--- src/rtl/vector_unpack.sv ---
// Width-converting gearbox: packed IN_W-bit words in, OUT_W-bit fields out, with a zero-padded flush at packet end.
// Define VECTOR_UNPACK_MSB_FIRST_EN to take fields from the MSB end of each word (default: LSB-first).
module vector_unpack #(
    parameter int IN_W  = 32,
    parameter int OUT_W = 7
) (
    input  logic                   clk,
    input  logic                   rst_n,
    input  logic                   in_valid,
    output logic                   in_ready,
    input  logic [IN_W-1:0]        in_data,
    input  logic                   in_last,
    output logic                   out_valid,
    input  logic                   out_ready,
    output logic [OUT_W-1:0]       out_data,
    output logic                   out_last,
    output logic [$clog2(OUT_W):0] out_pad
);

    localparam int W  = IN_W + OUT_W;
    localparam int CW = $clog2(W + 1);
    localparam int PW = $clog2(OUT_W) + 1;

    localparam logic [CW-1:0] IN_W_C  = CW'(IN_W);
    localparam logic [CW-1:0] OUT_W_C = CW'(OUT_W);

    generate
        if (OUT_W < 1 || IN_W < OUT_W) begin : g_bad_widths
            $error("vector_unpack: requires IN_W >= OUT_W >= 1");
        end
    endgenerate

    typedef enum logic {
        RUN   = 1'b0,
        FLUSH = 1'b1
    } state_t;

    state_t         state_q, state_d;
    logic [W-1:0]   resid_q, resid_d;
    logic [CW-1:0]  cnt_q, cnt_d;

    logic [W-1:0]     word_ins;
    logic [W-1:0]     resid_shift;
    logic [OUT_W-1:0] field;
    logic [OUT_W-1:0] field_mask;
    logic             final_fld;

`ifdef VECTOR_UNPACK_MSB_FIRST_EN
    // Valid residue occupies the top cnt bits; a new word lands directly beneath it.
    assign field       = resid_q[W-1 -: OUT_W];
    assign resid_shift = resid_q << OUT_W;
    assign word_ins    = {in_data, {OUT_W{1'b0}}} >> cnt_q;
    assign field_mask  = {OUT_W{1'b1}} << (OUT_W_C - cnt_q);
`else
    // Valid residue occupies the bottom cnt bits; a new word lands directly above it.
    assign field       = resid_q[OUT_W-1:0];
    assign resid_shift = resid_q >> OUT_W;
    assign word_ins    = {{OUT_W{1'b0}}, in_data} << cnt_q;
    assign field_mask  = ~({OUT_W{1'b1}} << cnt_q);
`endif

    assign final_fld = (cnt_q <= OUT_W_C);

    always_ff @(posedge clk or negedge rst_n) begin
        if (!rst_n) begin
            state_q <= RUN;
            resid_q <= '0;
            cnt_q   <= '0;
        end else begin
            state_q <= state_d;
            resid_q <= resid_d;
            cnt_q   <= cnt_d;
        end
    end

    // Handshake outputs depend only on registered state, never on out_ready or in_valid.
    always_comb begin
        state_d   = state_q;
        resid_d   = resid_q;
        cnt_d     = cnt_q;
        in_ready  = 1'b0;
        out_valid = 1'b0;
        out_data  = field;
        out_last  = 1'b0;
        out_pad   = '0;

        case (state_q)
            RUN: begin
                in_ready  = (cnt_q < OUT_W_C);
                out_valid = (cnt_q >= OUT_W_C);
                if (in_valid && in_ready) begin
                    resid_d = resid_q | word_ins;
                    cnt_d   = cnt_q + IN_W_C;
                    if (in_last) begin
                        state_d = FLUSH;
                    end
                end else if (out_valid && out_ready) begin
                    resid_d = resid_shift;
                    cnt_d   = cnt_q - OUT_W_C;
                end
            end

            FLUSH: begin
                out_valid = (cnt_q != '0);
                if (final_fld) begin
                    out_last = 1'b1;
                    out_pad  = PW'(OUT_W_C - cnt_q);
                    out_data = field & field_mask;
                end
                if (out_valid && out_ready) begin
                    if (final_fld) begin
                        resid_d = '0;
                        cnt_d   = '0;
                        state_d = RUN;
                    end else begin
                        resid_d = resid_shift;
                        cnt_d   = cnt_q - OUT_W_C;
                    end
                end
            end

            default: begin
                state_d = RUN;
            end
        endcase
    end

endmodule

--- config.mk ---
export PLATFORM = sky130hd
export DESIGN_NAME = vector_unpack
export DESIGN_NICKNAME = d
export VERILOG_FILES = /design/src/rtl/vector_unpack.sv
export SDC_FILE = /design/constraint.sdc
export NUM_CORES = 1
export LEC_CHECK = 0
export ABC_CLOCK_PERIOD_IN_PS = 3100
export CAP_MARGIN = 20
export CORE_MARGIN = 4
export CORE_UTILIZATION = 35
export CTS_BUF_LIST = sky130_fd_sc_hd__clkbuf_16
export CTS_CLUSTER_SIZE = 12
export DETAILED_ROUTE_END_ITERATION = 16
export PLACE_DENSITY = 0.61
export SYNTH_ARGS = -nofsm -noshare
export SYNTH_HDL_FRONTEND = slang
export SYNTH_SLANG_ARGS = --single-unit
--- constraint.sdc ---
create_clock -name clk -period 3.1 [get_ports clk]
set_input_delay 0.775 -clock clk [delete_from_list [all_inputs] [get_ports clk]]
set_output_delay 0.775 -clock clk [all_outputs]
set_load 0.05 [all_outputs]
==> impl_metrics.yaml <==
outcome:
  status: "finished clean"
placed_design:
  numPortBuffers: 49
  hpwl_mm: 8.86
  placedCellCount: 591
  routabilityCongestion: 0.928
  placed_area_um2: 4580
cells_and_area:
  fill_cells: 1061
  area_delta_synth_final_pct: 22.6
  antenna_cells: 0
  layout-drive-gt1-share_pct: 18.7
  layout.cells.non_filler: 599
  design_area_um2: 4750
  final_net_count: 497
routing:
  drt-total-wl_mm: 11.9
  drc: 0
  ant_nets: 0
  drt-vias-per-instance: 6.02
  num_vias: 3605
  drt_iter0_markers: 302
  wl_per_cell_um: 19.9
  firstDrtPassIters: 5
synthesis:
  synth_xor_area_share_pct: 0
  synthAdderAreaFrac_pct: 0.646
  async_flop_share_pct: 100
  synth_top_family_by_area: "multiplexers"
  synth-simple-area-share_pct: 15.7
  syn-cell-area_um2: 3870
  syn_avg_cell_area_um2: 9.20
  synthTopCellsByArea: "dfrtp_1 30%, mux4_2 15%, nand2_1 6.6%"
  ys_ff_latch: 46
  synth_top_area_cell: "dfrtp_1"
  yosysMostFrequentCell: "nand2_1"
  ys_seq_area_share_pct: 29.7
  yosysUniqueCellTypes: 52
  yosys.area.top_type_share_pct: 29.7
  syn_inst: 421
  yosys_warnings: 0
  synth_mux_area_share_pct: 26.5
  ys_top_cells_by_count: "68 x nand2_1, 46 x dfrtp_1, 35 x o21ai_0"
  synthesis.nets: 460
  synth_top_flop_cell: "dfrtp_1"
  synth_compound_area_share_pct: 21.4
  synth-edff-count: 0
global_route:
  grt_pass1_wl_mm: 19.4
  grt-ovfl-total: 0
  grt_pass1_vias: 3546
  grt_max_degree: 44
  grt_usage_pct: 18.9
  antenna_found_initial: 0
timing:
  min_period_over_period_pct: 90.5
  rsz0062_at_grt: "no"
  maxSlewViolCount: 0
  max_freq_mhz: 356
  hold_viol: 0
  worstMarginPinSlew_ns: 0.532
  fin_skew_ns: 0.00461
  timing.setup.tns_ns: 0
  finalCriticalPeriod_ns: 2.81
  fin_hold_ws_ns: 0.387
  setup_viol: 0
  slew_headroom_pct: 64.5
cts:
  clock_path_buffers: 2
  cts.repair.resized: 0
  cts-root-buf: "clkbuf_16"
  path_clk_slew_ns: 0.07
  cts_hold_buf: 0
  cts.sinks: 46
  htree_levels: 2
  post_cts_buffers: 0
  cts_tree: "yes"
  worstSkewPairLatency_ns: 0.29
  numCtsBuffers: 5
flow_run:
  maxCapViolations: 0
floorplan:
  die_w_um: 113
  start_util_pct: 35.7
  die_h_um: 113
  pin_count: 51
  core_um2: 10800
  die-area_um2: 12800
  num_rows: 38
power:
  power_uw: 4900
  p_leak_uw: 0.00196
  max-vdd-ir-drop_v: 0.000395
  power_density_nw_per_um2: 1030
worst_setup_path:
  end_kind: "primary output"
  critPathKind: "reg -> out"
  crit_required_ns: 2.32
  path_max_fanout: 18
  setup.worst_path.start_class: "register"
  worstPathArrival_ns: 2.03
worst_hold_path:
  hold_path_class: "in -> async"
==> final cells by class <==
type	instances	area (um2)	area share (%)
inverter	9	33.8	0.711
multi-input combinational	326	2500	52.5
sequential	46	1150	24.3
timing repair buffer	70	723	15.2
clock buffer	5	125	2.63
clock inverter	3	43.8	0.922
tap	140	175	3.69
==> cells in the final DEF, fill, tap and decap left out, drive strengths merged, types with 8 or more instances in the layout <==
master / instances
mux2: 10
a22o: 14
mux4: 29
dfrtp: 46
a21oi: 25
mux2i: 25
o21ai: 35
nor2: 20
clkdlybuf4s50: 35
a21boi: 8
inv: 10
buf: 35
nand2: 68
nand3: 18
==> registers in the layout (all words and copies together), names as in the netlist <==
| name | cells |
|---|---|
| state_q | 1 |
| resid_q | 39 |
| cnt_q | 6 |
==> per-stage QoR <==
step,utilization (%),worst slack [ns]
after detailed placement,42.3,0.190
after CTS,43.8,0.263
after floorplan,-,-0.211
after global placement,42.3,0.238
final,43.8,0.294
after global routing,43.8,0.168
==> worst paths after layout <==
path,depth (start not counted),slack (ns),start,to
worst min-delay path,1,0.39,rst_n,resid_q[36]
max in group asynchronous,2,2.10,rst_n,cnt_q[0]
worst max register to register,6,0.55,cnt_q[0],resid_q[10]
worst min register to register,2,0.48,resid_q[15],resid_q[15]
worst max-delay path,5,0.29,cnt_q[0],out_valid
min in group clk,2,0.48,resid_q[15],resid_q[15]
==> cell families (layout without fill, tap and decap cells) <==
| logic type | count (synthesis) | in the layout |
|---|---|---|
| buffers and inverters | 49 | 87 |
| AOI/OAI and AO/OA | 126 | 126 |
| and+or+nand+nor | 133 | 133 |
| muxes | 64 | 64 |
| adders and majority gates | 2 | 2 |
| DFF | 46 | 46 |
| other | 1 | 1 |
==> power breakdown <==
group | leakage [uW] | switching, uW | internal, uW | total (uW)
clock network | 0.0000842 | 239 | 382 | 621
logic | 0.00127 | 1840 | 1370 | 3200
registers | 0.000609 | 235 | 839 | 1070
==> critical path: stages, from the launching register on <==
cell and delay [ns]:
dfrtp_2 0.68, inv_1 0.27, ha_1 0.28, nand3_1 0.16, and2_1 0.20, buf_12 0.15
==> per-layer routing <==
| layer | vias to the layer above | GRT usage, % | wire length, um |
|---|---|---|---|
| li1 | 1660 | - | - |
| met1 | 1780 | 27.7 | 5400 |
| met2 | 148 | 29.9 | 5550 |
| met3 | 17 | 2.35 | 740 |
| met4 | 0 | 4.49 | 231 |
| met5 | - | 0 | 0 |
Note: power is estimated with default switching activity, not from simulation.
